<file path="config.mk">
export PLATFORM = sky130hd
export DESIGN_NAME = store_align_unit
export DESIGN_NICKNAME = d
export VERILOG_FILES = /design/src/rtl/store_align_unit.sv
export SDC_FILE = /design/constraint.sdc
export NUM_CORES = 1
export LEC_CHECK = 0
export ABC_AREA = 1
export BUFFER_PORTS_ARGS = -buffer_cell sky130_fd_sc_hd__buf_2
export CORE_ASPECT_RATIO = 1.2
export CORE_UTILIZATION = 48
export DETAILED_ROUTE_END_ITERATION = 10
export PLACE_DENSITY = 0.76
export SYNTH_ARGS = -nofsm -noshare
export SYNTH_HDL_FRONTEND = slang
export SYNTH_SLANG_ARGS = --single-unit
</file>
<file path="constraint.sdc">
create_clock -name clk -period 1.3 [get_ports clk]
set_input_delay 0.195 -clock clk [delete_from_list [all_inputs] [get_ports clk]]
set_output_delay 0.195 -clock clk [all_outputs]
set_load 0.1 [all_outputs]
</file>
<file path="src/rtl/store_align_unit.sv">
// Store alignment: lane-positions store data and byte enables onto the memory bus.
// STORE_ALIGN_MISALIGN_SPLIT_EN: split line-crossing stores into two beats instead of dropping them.
module store_align_unit #(
  parameter int DATA_WIDTH = 32,
  parameter int ADDR_WIDTH = 32
) (
  input  logic                    clk,
  input  logic                    rst_n,
  input  logic                    req_valid_in,
  output logic                    req_ready_out,
  input  logic [ADDR_WIDTH-1:0]   req_addr_in,
  input  logic [DATA_WIDTH-1:0]   req_data_in,
  input  logic [2:0]              req_func_in,
  output logic                    mem_valid_out,
  input  logic                    mem_ready_in,
  output logic [ADDR_WIDTH-1:0]   mem_addr_out,
  output logic [DATA_WIDTH-1:0]   mem_data_out,
  output logic [DATA_WIDTH/8-1:0] mem_wea_out,
  output logic                    fault_out
);

  localparam int NB = DATA_WIDTH / 8;
  localparam int OW = $clog2(NB);

`ifdef STORE_ALIGN_MISALIGN_SPLIT_EN
  localparam bit SPLIT_EN = 1'b1;
`else
  localparam bit SPLIT_EN = 1'b0;
`endif

  typedef enum logic {
    IDLE,
    SECOND
  } state_t;

  state_t state;

  logic [OW-1:0]           off;
  logic [OW+1:0]           size;
  logic [OW+1:0]           span;
  logic [7:0]              mask8;
  logic [2*NB-1:0]         mask_w;
  logic [2*DATA_WIDTH-1:0] data_w;
  logic [ADDR_WIDTH-1:0]   base;
  logic                    illegal;
  logic                    crossing;
  logic                    drop;
  logic                    accept;
  logic                    hs;

  logic [ADDR_WIDTH-1:0]   b1_addr;
  logic [DATA_WIDTH-1:0]   b1_data;
  logic [NB-1:0]           b1_wea;

  assign off  = req_addr_in[OW-1:0];
  assign base = {req_addr_in[ADDR_WIDTH-1:OW], OW'(0)};

  always_comb begin
    size  = '0;
    mask8 = '0;
    unique case (req_func_in[1:0])
      2'b00: begin size = (OW+2)'(1); mask8 = 8'h01; end
      2'b01: begin size = (OW+2)'(2); mask8 = 8'h03; end
      2'b10: begin size = (OW+2)'(4); mask8 = 8'h0f; end
      2'b11: begin size = (OW+2)'(8); mask8 = 8'hff; end
    endcase
  end

  // Double-width shifts: low half is beat 0, high half spills into beat 1
  assign mask_w = (2*NB)'(mask8) << off;
  assign data_w = {{DATA_WIDTH{1'b0}}, req_data_in} << {off, 3'b000};

  assign span     = (OW+2)'(off) + size;
  assign crossing = span > (OW+2)'(NB);
  assign illegal  = req_func_in[2] | ((&req_func_in[1:0]) & (NB < 8));
  assign drop     = illegal | (crossing & ~SPLIT_EN);

  assign hs            = mem_valid_out & mem_ready_in;
  assign req_ready_out = (state == IDLE) & (~mem_valid_out | mem_ready_in);
  assign accept        = req_valid_in & req_ready_out;

  always_ff @(posedge clk or negedge rst_n) begin
    if (!rst_n) begin
      state         <= IDLE;
      mem_valid_out <= 1'b0;
      mem_addr_out  <= '0;
      mem_data_out  <= '0;
      mem_wea_out   <= '0;
      fault_out     <= 1'b0;
      b1_addr       <= '0;
      b1_data       <= '0;
      b1_wea        <= '0;
    end else begin
      fault_out <= accept & drop;
      if (accept && !drop) begin
        mem_valid_out <= 1'b1;
        mem_addr_out  <= base;
        mem_data_out  <= data_w[DATA_WIDTH-1:0];
        mem_wea_out   <= mask_w[NB-1:0];
        if (crossing) begin
          state   <= SECOND;
          b1_addr <= base + ADDR_WIDTH'(NB);
          b1_data <= data_w[2*DATA_WIDTH-1:DATA_WIDTH];
          b1_wea  <= mask_w[2*NB-1:NB];
        end
      end else if (state == SECOND && hs) begin
        state         <= IDLE;
        mem_valid_out <= 1'b1;
        mem_addr_out  <= b1_addr;
        mem_data_out  <= b1_data;
        mem_wea_out   <= b1_wea;
      end else if (hs) begin
        mem_valid_out <= 1'b0;
      end
    end
  end

endmodule

</file>
---- Yosys cells after proc, flatten, opt, wreduce, memory -nomap -nowiden ----
Index checks and enable logic that the tools add are counted.
word-level totals
  flip-flop bits (word level) ............. 139
  bits of input ports ..................... 71
  output and inout port bits .............. 71
operators by class
  $lt $le $gt $ge ......................... 1
  add/sub/neg operators ................... 2
  equality and inequality tests ........... 4
  shifts and indexed selects .............. 2
  mux-type cells .......................... 14
  reductions and logical operators ........ 9
  bitwise gates (word level) .............. 9
operators by type and width
  operator                                              number
  two-way mux 32 bit                                    4
  << shifter 32 x 5 -> 64 bit                           1
  adder 32 x 3 -> 32 bit (second input constant)        1
  one-hot mux 8 bit (4 select lines)                    1
  one-hot mux 4 bit (4 select lines)                    1
  two-way mux 4 bit                                     2
  << shifter 8 x 2 -> 8 bit                             1
  two-way mux 1 bit                                     6
  AND reduction 2 bit                                   3
  adder 2 x 4 -> 4 bit                                  1
  bitwise AND 1 bit                                     4
  equality test 2 bit (second input constant)           2
  > comparator 4 x 3 -> 1 bit (second input constant)   1
  bitwise OR 1 bit                                      3
  nonzero test 3 bit                                    1
  equality test 2 x 1 -> 1 bit (second input constant)  1
  logical AND 1 bit                                     2
  zero test 2 bit                                       1
  inequality test 2 bit (second input constant)         1
  inverter 1 bit                                        2
  nonzero test 2 bit                                    1
  zero test 1 bit                                       1

---- Depth between registers and ports, before layout ----
Gate-level depths: netlist of the first run.
  word-level depth ........................ 9
  gate-level depth with buffers ........... 13
  mapped depth without buffers ............ 12

---- Least setup slack after synthesis of the first run ----
OpenSTA, ideal clock, no wires.
  path type ............................... reg2reg
  from .................................... register mem_valid_out
  to ...................................... register mem_addr_out[28]
  cell stages (with the launch flop) ...... 6
  required time ........................... 1.170 ns
  setup slack ............................. -0.733 ns
  data arrival time ....................... 1.903 ns
  buffers on the path ..................... 2
  path through ............................ dfrtp_1 > nand3_1 > clkbuf_1 > clkbuf_1 > nand3_1 > nand3_1
on the way
  word-level cells in the longest chain between the ends .. 6
ends and longest elaborated chain
  what                                                             RTL line  source
  from (decl)                                                      14        output logic mem_valid_out,
  from (signal assigned)                                           85        mem_valid_out <= 1'b0;
  from (signal assigned)                                           96        mem_valid_out <= 1'b1;
  from (signal assigned)                                           108       mem_valid_out <= 1'b1;
  inverter 1 bit                                                   79        assign req_ready_out = (state == IDLE) & (~mem_valid_out | mem_ready_in);
  bitwise OR 1 bit                                                 79
  bitwise AND 1 bit                                                79
  bitwise AND 1 bit                                                80        assign accept = req_valid_in & req_ready_out;
  logical AND 1 bit                                                95        if (accept && !drop) begin
  two-way mux 32 bit / nonzero test 2 bit (equally long branches)  n/a
  to (signal assigned)                                             97        mem_addr_out <= base;
  to (signal assigned)                                             109       mem_addr_out <= b1_addr;
  to (decl)                                                        16        output logic [ADDR_WIDTH-1:0] mem_addr_out,
Parallel ways exist; a longest one is shown, timed or not.
A chain may end at the register's enable or synchronous reset.

---- Worst setup path after layout of the first run ----
  from .................................... input req_func_in[0]
  to ...................................... register mem_wea_out[1]
on the way
  word-level cells in the longest chain between the ends .. 8
ends and longest elaborated chain
  what                                                            RTL line  source
  from (decl)                                                     13        input logic [2:0] req_func_in,
  equality test 2 bit, or another cell as far along               61        unique case (req_func_in[1:0])
  one-hot mux 4 bit (4 select lines)                              61
  adder 2 x 4 -> 4 bit                                            73        assign span = (OW+2)'(off) + size;
  > comparator 4 x 3 -> 1 bit                                     74        assign crossing = span > (OW+2)'(NB);
  bitwise OR 1 bit                                                76        assign drop = illegal | (crossing & ~SPLIT_EN);
  zero test 1 bit                                                 95
  logical AND 1 bit                                               95
  two-way mux 4 bit / nonzero test 2 bit (equally long branches)  n/a
  to (signal assigned)                                            99        mem_wea_out <= mask_w[NB-1:0];
  to (signal assigned)                                            111       mem_wea_out <= b1_wea;
  to (decl)                                                       18        output logic [DATA_WIDTH/8-1:0] mem_wea_out,
Parallel ways exist; a longest one is shown, timed or not. The select of a mux whose other input is x is not followed.

==> results.md, run 1 <==
- Max FO, Critical Path: 32
- Top-area cell type share of the netlist area: a little under three fifths
- Final ANT Viol Nets: 0
- Commonest cells in the synthesized netlist: 219 x nand2_1, 130 x nand3_1, 127 x dfrtp_1
- Initial detailed-routing violation count: roughly 280
- Critical Path End Type: register
- Count leader, synth: nand2_1
- Crit path largest cell delay: 0.40 ns
- Vias: about 5000
- Async set-reset flop share out of synthesis: 100%
- Number of flops mapped to enable cells by yosys: 0
- Row Count: 42
- NetSw: roughly 2200 uW
- Dominant cells by area after synthesis: dfrtp_1 57%, nand2_1 15%, nand3_1 12%
- Final setup violation count: 69
- Layout cells sized above 1: 36.8%
- Final Slew Violations: 0
- Initial Util: roughly half
- Max_cap viols: 0
- Layout Nets: ~870
- DR pass1 iterations: 5
- Final hold violations: 0
- Crit path cell chain: buf_8, nor2_4, ha_4, fa_1, inv_1, nand2_2, nand3_4, nand4_4, buf_6, buf_12, nand3_2, nand3_1
- Synth warn: 0
- Cell Int Power: 7100 uW
- Setup WS post-layout: -0.288 ns
- Root Buffer: clkbuf_16
- Die Height: approximately 120 um
- Worst Path Required: 1.57 ns
- Sw Share: 24.0%
- Total Routing Usage GR: around 27%
- Violated checks: setup timing
- CTS clk-pin slew, worst paths: around 0.06 ns
- Max Fclk: 630 MHz
- Sequential cell area fraction in the yosys report: 57.2%
- Crit path arrival time: 1.86 ns
- Remaining Overflow, GRT: 0
- Delay-heaviest family, CP: simple AND/OR/NAND/NOR gates
- DIE AREA: 0.0120 mm^2
- CTS sink count: 127
- Die W: 100 um
- Logic gate share of total power: under 10%
- Reg area: 0.00318 mm^2
- Maximum clock insertion buffer count: 2
- Initial antenna violation count: 0
- I/O Buffers: 139
- H-tree Lvls: 4
- Clk pwr share: 50.9%
- Layout Cells excl Fill: 964
- Min-delay worst type: in2reg
- Multi-input gate area: 0.00222 mm^2
- Final WL: 16000 um
- Cells after DPL: 905
- First-pass GRT wire length: 24800 um
- Post-layout instance area: around 0.0084 mm^2
- Syn Std Cell Area: 0.00556 mm^2
- Core area: between 0.01 and 0.015 mm^2
- Syn-to-layout area delta: 50.2%
- Crit path time final: 1.59 ns
- Hpwl dp: 10100 um
- Ant diodes: 0
- CP max stage cell: fa_1
- Largest net degree at the start of global routing: 39
- Filler cells: around 750
- Layout Skew: approximately 0.009 ns
- Routed length per placed instance: ~17 um
- Top Ports: 142
- WS Path Type: in2reg
- FF+latch count, synth: 127
- Vias in the first global route: 5097
- Number of remaining DRC errors: 0
- Area leader, netlist: dfrtp_1
- Fin crit share: 122%
- Status: finished with violations
- Placed cell area: 0.00692 mm^2
- Critical path launch point type: input pin
- Unrepaired setup endpoints after global routing: true
- Routability Congestion: 0.871
- P_leak: 0.00451 uW
- Vias/cell: approximately 5.2
- P per Cell Area: 1120 mW/mm^2
- Total CTS buffers: 17
- Worst-skew pair later-pin latency: 0.41 ns
- Sequential share of power: 42.3%
- Synth Flop Type: dfrtp_1
- CTS tree: yes
- Cell variety after synth: 21
- Worst VDD drop: ~0.00085 V
- WP buf/inv: 4
- Syn avg cell area: a little over 8 um^2
- Cells after synthesis: 670
==> through the flow <==
step / setup TNS (ns) / setup WS, ns / hold WS (ns) / util, % / power, uW
2_1_floorplan: -27.31 / -0.429 / -0.101 / - / 4250
3_3_place_gp: -44.46 / -0.692 / 0.122 / 62.1 / 4550
3_5_place_dp: -48.01 / -0.764 / 0.123 / 62.1 / 4560
4_1_cts: -15.02 / -0.301 / 0.000189 / 73.0 / 9360
5_1_grt: -20.74 / -0.349 / -0.000333 / 75.0 / 9630
6_report: -15.87 / -0.288 / 0.00209 / 75.0 / 9350
==> kinds of logic (layout without fill, tap and decap cells) <==
logic type                 after synthesis  after routing  synth area share (%)
and+or+nand+nor                        374            374                  29.2
DFF                                    127            127                  57.2
buffers and inverters                  124            263                  8.91
AOI/OAI and AO/OA                       40             40                  3.60
adders and majority gates                4              4                  1.04
other                                    1              2                0.0675
==> flip-flops by register name, summed over array words and instances (netlist names) <==
signal and cells:
b1_wea 4, state 1, mem_wea_out 4, fault_out 1, mem_valid_out 1, b1_addr 30, mem_addr_out 30, b1_data 24
mem_data_out 32
==> worst paths after layout <==
kind | from | to | slack [ns] | cells past startpoint
worst min-delay path | req_addr_in[6] | mem_addr_out[6]$_DFFE_PN0P_ | 0.002 | 3
worst max register to register | mem_valid_out$_DFFE_PN0P_ | mem_wea_out[1]$_DFFE_PN0P_ | -0.26 | 8
min in group asynchronous | rst_n | mem_data_out[24]$_DFFE_PN0P_ | 0.23 | 2
worst max-delay path | req_func_in[0] | mem_wea_out[1]$_DFFE_PN0P_ | -0.29 | 12
worst min register to register | b1_data[8]$_DFFE_PN0P_ | b1_data[8]$_DFFE_PN0P_ | 0.38 | 0
max in group asynchronous | rst_n | b1_data[23]$_DFFE_PN0P_ | 0.56 | 3
==> layout by cell type (no fill, tap or decap), types with 12 or more instances in the layout <==
master         instances
a21oi_1               13
clkbuf_16             18
buf_6                 24
dlygate4sd3_1         12
buf_4                 58
dfrtp_1              126
inv_1                 22
o21ai_0               25
nand2_4               12
buf_12                39
nand3_1               98
buf_2                 66
nand3_2               31
nand2_2               15
nand2_1              194
==> power by group through the flow <==
stage,Clock [uW],Combinational (uW),Sequential [uW]
6_report,4760,633,3950
2_1_floorplan,0,228,4030
4_1_cts,4800,598,3950
3_3_place_gp,0,526,4030
3_5_place_dp,0,534,4030
5_1_grt,4980,692,3950
==> area by class of cell <==
| cell class | instances | area share, % |
|---|---|---|
| clock buffers | 18 | 5.26 |
| clock inverters | 14 | 1.90 |
| inverters | 27 | 1.33 |
| multi-input cells | 420 | 26.6 |
| flip-flops and latches | 127 | 38.1 |
| well taps | 154 | 2.31 |
| repair buffers | 204 | 24.5 |
==> tightest hold or removal path, cell delays in order <==
cell     delay, ns
buf_2         0.10
nand2_4       0.05
nand3_2       0.04
==> per-layer routing <==
metal	global-route usage [%]	vias to the layer above	wire (um)
met5	0	-	0
met1	34.2	2384	6230
met2	44.9	226	8240
met3	5.71	30	1170
li1	-	2356	-
met4	11.1	0	353
==> repair_timing <==
action,CTS,global route
endpoints found under the setup margin,110,80
hold buffers,11,1
resized for setup,97,61
endpoints found under the hold margin,67,1
pin swaps,20,12
setup buffers,11,2
gates cloned,3,2
Power figures use the tool's default switching activity.
==> run 2: changes to the inputs <==
Settings changed: CORE_UTILIZATION 48 to 50.
Clock period 1.3 ns to 1.7 ns, I/O delays scaled along.
==> run 2 against run 1 <==
Against the previous run: the flow finishes with violations (DRC, setup timing); register-to-register slack better by 0.32 ns; worst hold slack improved by 0.038 ns; via count decreased by 1.6%; sequential power decreased by 24%; flip-flop and latch count unchanged; clock skew is 0.0040 ns higher; die area fell by 3.9%; clock power down 4.2%; non-clock buffer count fell by 25.
==> results.md, run 2 (synthesized netlist as in run 1, its figures left out) <==
- Number of remaining DRC errors: 8 (+8)
- Critical Path End Type: register
- P_leak: 0.00434 uW (-3.8%)
- Reg-to-reg slack, setup: 0.06 ns (+0.32 ns)
- Final WL: 15100 um (-5.7%)
- Final setup violation count: 3 (-96%)
- Slew headroom: 52.0%
- Final ANT Viol Nets: 0 (unchanged)
- Initial detailed-routing violation count: 298 (+4.9%)
- Most frequent cells in the layout: 210 x nand2_1, 135 x buf_2, 126 x dfrtp_1, 99 x nand3_1, 31 x nand3_2
- Max_cap viols: 0 (unchanged)
- Initial antenna violation count: 0 (unchanged)
- I/O Buffers: 139 (unchanged)
- Total power draw: 8010 uW (-14%)
- H-tree Lvls: 4 (unchanged)
- Remaining Overflow, GRT: 0 (unchanged)
- Status: finished with violations
- Unrepaired setup endpoints after global routing: true
- DR pass1 iterations: 11 (+6)
- Most common cell after layout, fill and taps aside: nand2_1
- Largest registers: mem_data_out x32, b1_addr x30, mem_addr_out x30
- CTS clk-pin slew, worst paths: 0.06 ns (about the same)
- Initial Util: 52.1% (+2.2 points)
- Top reg by flops: mem_data_out
- Worst-skew pair later-pin latency: 0.41 ns (about the same)
- CTS tree: yes
- Syn-to-layout area delta: 36.5%
- Min-delay worst type: in2reg
- Die W: 98.3 um (-2.0%)
- Routability Congestion: 0.880 (+1.1%)
- Worst VDD drop: 0.000692 V (-18%)
- Top Ports: 142 (unchanged)
- Worst Path Required: 1.99 ns (+0.42 ns)
- Layout cells sized above 1: 33.4% (-3.4 points)
- Setup WS post-layout: -0.0176 ns (+0.271 ns)
- Routed length per placed instance: 16.5 um (-0.53%)
- Layout Cells excl Fill: 914 (-5.2%)
- Root Buffer: clkbuf_16
- Ant diodes: 0 (unchanged)
- Core area: 0.0107 mm^2 (-4.2%)
- Maximum clock insertion buffer count: 2 (unchanged)
- Vias/cell: 5.38 (+3.8%)
- Violated checks: DRC, setup timing
- WS Path Type: in2reg
- Row Count: 41 (-2.4%)
- Crit path arrival time: 2.01 ns (+0.15 ns)
- Vias in the first global route: 4697 (-7.8%)
- Final Slew Violations: 0 (unchanged)
- DIE AREA: 0.0115 mm^2 (-3.9%)
- Max Fclk: 582 MHz
- Die Height: 118 um (-2.0%)
- Crit path time final: 1.72 ns
- Cells after DPL: 869 (-4.0%)
- Layout Skew: 0.0132 ns (+0.00402 ns)
- Final hold violations: 0 (unchanged)
- First-pass GRT wire length: 23100 um (-6.7%)
- Fin crit share: 101%
- Total Routing Usage GR: 25.4% (-1.6 points)
- Max FFs per register: 32 (unchanged)
- Vias: 4916 (-1.6%)
- Max FO, Critical Path: 8 (-75%)
- Largest net degree at the start of global routing: 36 (-7.7%)
- Layout Nets: 847 (-2.9%)
- Hpwl dp: 9400 um (-7.0%)
- Total CTS buffers: 17 (unchanged)
- P per Cell Area: 1060 mW/mm^2 (-5.7%)
- Critical path launch point type: input pin
- Tightest Pin Transition: 0.717 ns
- CTS sink count: 127 (unchanged)
==> run 2: power by group <==
part	internal [uW]	total [uW]	switching [uW]
logic	153	423	271
clock network	3200	4560	1360
registers	3020	3020	0
==> run 2: worst paths after layout <==
check	to	cells past startpoint	startpoint
min in group asynchronous	mem_data_out[27]$_DFFE_PN0P_	2	rst_n
worst max register to register	mem_data_out[10]$_DFFE_PN0P_	9	mem_valid_out$_DFFE_PN0P_
max in group asynchronous	mem_valid_out$_DFFE_PN0P_	3	rst_n
worst min register to register	b1_data[10]$_DFFE_PN0P_	0	b1_data[10]$_DFFE_PN0P_
worst min-delay path	mem_addr_out[30]$_DFFE_PN0P_	3	req_addr_in[30]
worst max-delay path	mem_data_out[10]$_DFFE_PN0P_	13	req_func_in[1]
==> run 2: metal layers <==
metal / vias up / track usage (%) / part of all wire (%)
met2: 263 / 39.0 / 48
met1: 2314 / 34.8 / 41
met3: 39 / 6.29 / 8.0
met5: - / 0 / 0
li1: 2300 / - / -
met4: 0 / 10.3 / 2.9
==> run 2: stage by stage <==
step	util (%)	instance area [um^2]	TNS (ns)	setup WS (ns)	hold WS [ns]
after global placement	59.2	6310	-20.77	-0.378	0.268
after detailed placement	59.2	6310	-23.36	-0.439	0.279
after CTS	66.2	7070	0	0.00980	0.0422
after floorplan	-	5610	-4.28	-0.0888	-0.0406
final	71.1	7590	-0.0193	-0.0176	0.0405
after global routing	71.1	7590	-1.22	-0.0608	0.0528
==> run 2: cell type report <==
type,instances,area (um^2)
tap,129,161
multi-input combinational,420,2110
clock buffer,17,425
sequential,127,3180
fill,793,3080
clock inverter,15,312
timing repair buffer,179,1280
inverter,27,114
==> run 2: what timing repair did <==
action,in CTS,in global routing
pin swaps,0,15
cloned,0,8
gates resized for setup,2,74
hold buffers,1,0
endpoints found under the hold margin,32,0
buffers inserted,0,4
setup endpoints to repair,3,51
==> run 2: critical path, stage by stage <==
cell and delay (ns):
buf_8 0.11, nor2_4 0.12, ha_4 0.15, fa_1 0.39, inv_1 0.06, nand2_1 0.07, nand3_2 0.09, nand4_4 0.13
buf_12 0.20, buf_12 0.13, clkbuf_16 0.15, nand3_2 0.06, nand3_2 0.07
==> run 3: changes to the inputs <==
Settings changed: ABC_AREA 1 to default.
==> run 3 against run 2 <==
Against the previous run: the flow finishes with violations (setup timing); largest cell class unchanged; maximum frequency down 12%; via count decreased by 15%; synthesized area shrank 2.9%; global-route usage rose by 2.0 points; clock skew decreased by 0.0037 ns.
==> results.md, run 3 <==
- Status: finished with violations
- Violated checks: setup timing
- Routed length per placed instance: 20.7 um (+26%)
- Initial Util: 51.3% (-0.77 points)
- Async set-reset flop share out of synthesis: 100% (unchanged)
- Synth warn: 0 (unchanged)
- Die Height: 116 um (-1.4%)
- Max Fclk: 513 MHz (-12%)
- Syn avg cell area: 11.5 um^2 (+38%)
- Row Count: 41 (unchanged)
- Syn-to-layout area delta: 37.0%
- Core area: 0.0105 mm^2 (-1.4%)
- Crit path largest cell delay: 0.42 ns (+0.03 ns)
- Max FFs per register: 32 (unchanged)
- CTS sink count: 127 (unchanged)
- Final Slew Violations: 0 (unchanged)
- Filler cells: 718 (-9.5%)
- First-pass GRT wire length: 23400 um (+1.5%)
- Number of remaining DRC errors: 0 (-8)
- CTS clk-pin slew, worst paths: 0.06 ns (about the same)
- Layout cells sized above 1: 47.4% (+14 points)
- Vias in the first global route: 4354 (-7.3%)
- Setup WS post-layout: -0.250 ns (-0.233 ns)
- Commonest cells in the synthesized netlist: 127 x dfrtp_1, 79 x clkbuf_1, 38 x a221o_1
- Crit path arrival time: 2.23 ns (+0.22 ns)
- Max FO, Critical Path: 5 (-3)
- CP max stage cell: fa_2
- Worst VDD drop: 0.00156 V (+120%)
- Most frequent cells in the layout: 135 x buf_2, 126 x dfrtp_1, 37 x a221o_1, 31 x and3_1, 29 x buf_4
- Min-delay worst type: in2reg
- Largest registers: mem_data_out x32, b1_addr x30, mem_addr_out x30
- Root Buffer: clkbuf_16
- Slew headroom: 65.2% (+13 points)
- Sequential cell area fraction in the yosys report: 58.9% (+1.7 points)
- Synth Flop Type: dfrtp_1
- Initial detailed-routing violation count: 261 (-12%)
- DR pass1 iterations: 4 (-7)
- Remaining Overflow, GRT: 0 (unchanged)
- WP buf/inv: 3 (-2)
- P_leak: 0.00373 uW (-14%)
- Layout Nets: 663 (-22%)
- Tightest Pin Transition: 0.522 ns (-0.195 ns)
- Maximum clock insertion buffer count: 2 (unchanged)
- Final WL: 15100 um (+0.38%)
- Worst Path Required: 1.98 ns (about the same)
- Vias/cell: 5.74 (+6.7%)
- Most common cell after layout, fill and taps aside: buf_2
- Total Routing Usage GR: 27.5% (+2.0 points)
- Die W: 96.8 um (-1.4%)
- Count leader, synth: dfrtp_1
- FF+latch count, synth: 127 (unchanged)
- Delay-heaviest family, CP: compound AO/OA/AOI/OAI gates
- Routability Congestion: 0.834 (-5.3%)
- Area leader, netlist: dfrtp_1
- Unrepaired setup endpoints after global routing: true
- Initial antenna violation count: 0 (unchanged)
- Top reg by flops: mem_data_out
- P per Cell Area: 1720 mW/mm^2 (+63%)
- DIE AREA: 0.0112 mm^2 (-2.9%)
- I/O Buffers: 139 (unchanged)
- Crit path time final: 1.95 ns (+0.233 ns)
- H-tree Lvls: 4 (unchanged)
- Vias: 4194 (-15%)
- Cell variety after synth: 44 (+110%)
- Top Ports: 142 (unchanged)
- Final setup violation count: 67 (+64)
- Total power draw: 12700 uW (+59%)
- Fin crit share: 115% (+14 points)
- Worst-skew pair later-pin latency: 0.41 ns (about the same)
- Number of flops mapped to enable cells by yosys: 0 (unchanged)
- Largest net degree at the start of global routing: 57 (+58%)
- Critical Path End Type: register
- Cells after synthesis: 471 (-30%)
- Post-layout util: 70.3% (-0.82 points)
- Crit-path most repeated cell: buf_8
- Layout Skew: 0.00949 ns (-0.00374 ns)
- Final hold violations: 0 (unchanged)
- Total CTS buffers: 17 (unchanged)
- Crit path cell chain: buf_8, nor2_4, ha_4, fa_2, nand2b_4, a221oi_4, buf_6, buf_8, a21oi_4, a221o_1
- WS Path Type: in2reg
- Max_cap viols: 0 (unchanged)
- Final ANT Viol Nets: 0 (unchanged)
- CTS tree: yes
- Syn Std Cell Area: 0.00540 mm^2 (-2.9%)
- Hpwl dp: 8960 um (-4.7%)
- Top-area cell type share of the netlist area: 58.9% (+1.7 points)
- Critical path launch point type: input pin
- Dominant cells by area after synthesis: dfrtp_1 59%, a221o_1 7.0%, clkbuf_1 5.5%
run 3: changes by cell type after synthesis, sizes merged, moves of 18 or more:
| cell | delta |
|---|---|
| mux2i | +18 |
| a221o | +38 |
| nand3 | -116 |
| nand2 | -193 |
| and3 | +32 |
| o21ai | -22 |
run 3: cell type report:
type | count | area (um^2) | area share (%)
clock buffer | 17 | 425 | 5.75
multi-input combinational | 241 | 2140 | 28.9
sequential | 127 | 3180 | 43.0
antenna | 1 | 2.50 | 0.0338
tap | 129 | 161 | 2.18
timing repair buffer | 187 | 1260 | 17.0
inverter | 14 | 52.6 | 0.711
clock inverter | 15 | 174 | 2.35
run 3: worst reg2reg max path, cell delays in order (launching register included):
cell	delay [ns]
dfrtp_1	0.41
and3_2	0.42
buf_4	0.52
and2_1	0.24
a221o_1	0.12
run 3: routing by layer:
layer | up-vias | share of wire (%) | track usage, % | routed length [um]
met3 | 17 | 6.4 | 7.84 | 974
met2 | 184 | 51 | 43.9 | 7720
met1 | 2093 | 41 | 35.2 | 6190
met4 | 0 | 1.7 | 12.2 | 257
li1 | 1900 | - | - | -
met5 | - | 0 | 0 | 0
run 3: path summary, 6_finish.rpt:
path,startpoint,cells after the start,to,slack (ns)
worst max-delay path,req_func_in[0],10,mem_wea_out[3]$_DFFE_PN0P_,-0.25
worst min-delay path,req_data_in[1],3,mem_data_out[17]$_DFFE_PN0P_,0.13
max in group asynchronous,rst_n,3,mem_valid_out$_DFFE_PN0P_,0.85
min in group asynchronous,rst_n,2,b1_wea[2]$_DFFE_PN0P_,0.23
worst min register to register,b1_data[14]$_DFFE_PN0P_,0,b1_data[14]$_DFFE_PN0P_,0.37
worst max register to register,state$_DFFE_PN0P_,4,mem_wea_out[3]$_DFFE_PN0P_,-0.08
run 3: logic make-up after synthesis:
family | after synthesis | synth area share [%]
multiplexers | 28 | 5.42
XOR/XNOR | 1 | 0.162
AO/OA/AOI/OAI | 92 | 14.8
adder cells (fa/ha/maj) | 4 | 1.07
AND/OR/NAND/NOR | 110 | 11.1
buffers and inverters | 108 | 8.51
flip-flops | 127 | 58.9
other | 1 | 0.0695
run 3: what timing repair did:
action,in CTS,in global routing
endpoints found under the setup margin,69,68
setup buffers,13,1
cloned,6,1
resized for setup,47,27
hold buffers,1,0
pin swaps,12,12
endpoints found under the hold margin,100,0
run 3: report_power, final:
| group | internal, uW | switching [uW] |
|---|---|---|
| clock network | 2200 | 1490 |
| logic | 1050 | 4220 |
| registers | 3470 | 277 |
| total | 6720 | 5990 |
run 3: per-stage QoR:
stage               hold WS (ns)  setup TNS, ns  setup WS [ns]  area (um^2)  std cells
CTS                        0.116         -10.53         -0.202         7260        730
detailed placement         0.110         -58.31         -0.963         6210        678
global route               0.138         -16.22         -0.302         7390        730
global placement           0.107         -52.94         -0.869         6210        678
floorplan                -0.0406         -36.45         -0.616         5480        472
finish                     0.133         -12.70         -0.250         7390        731
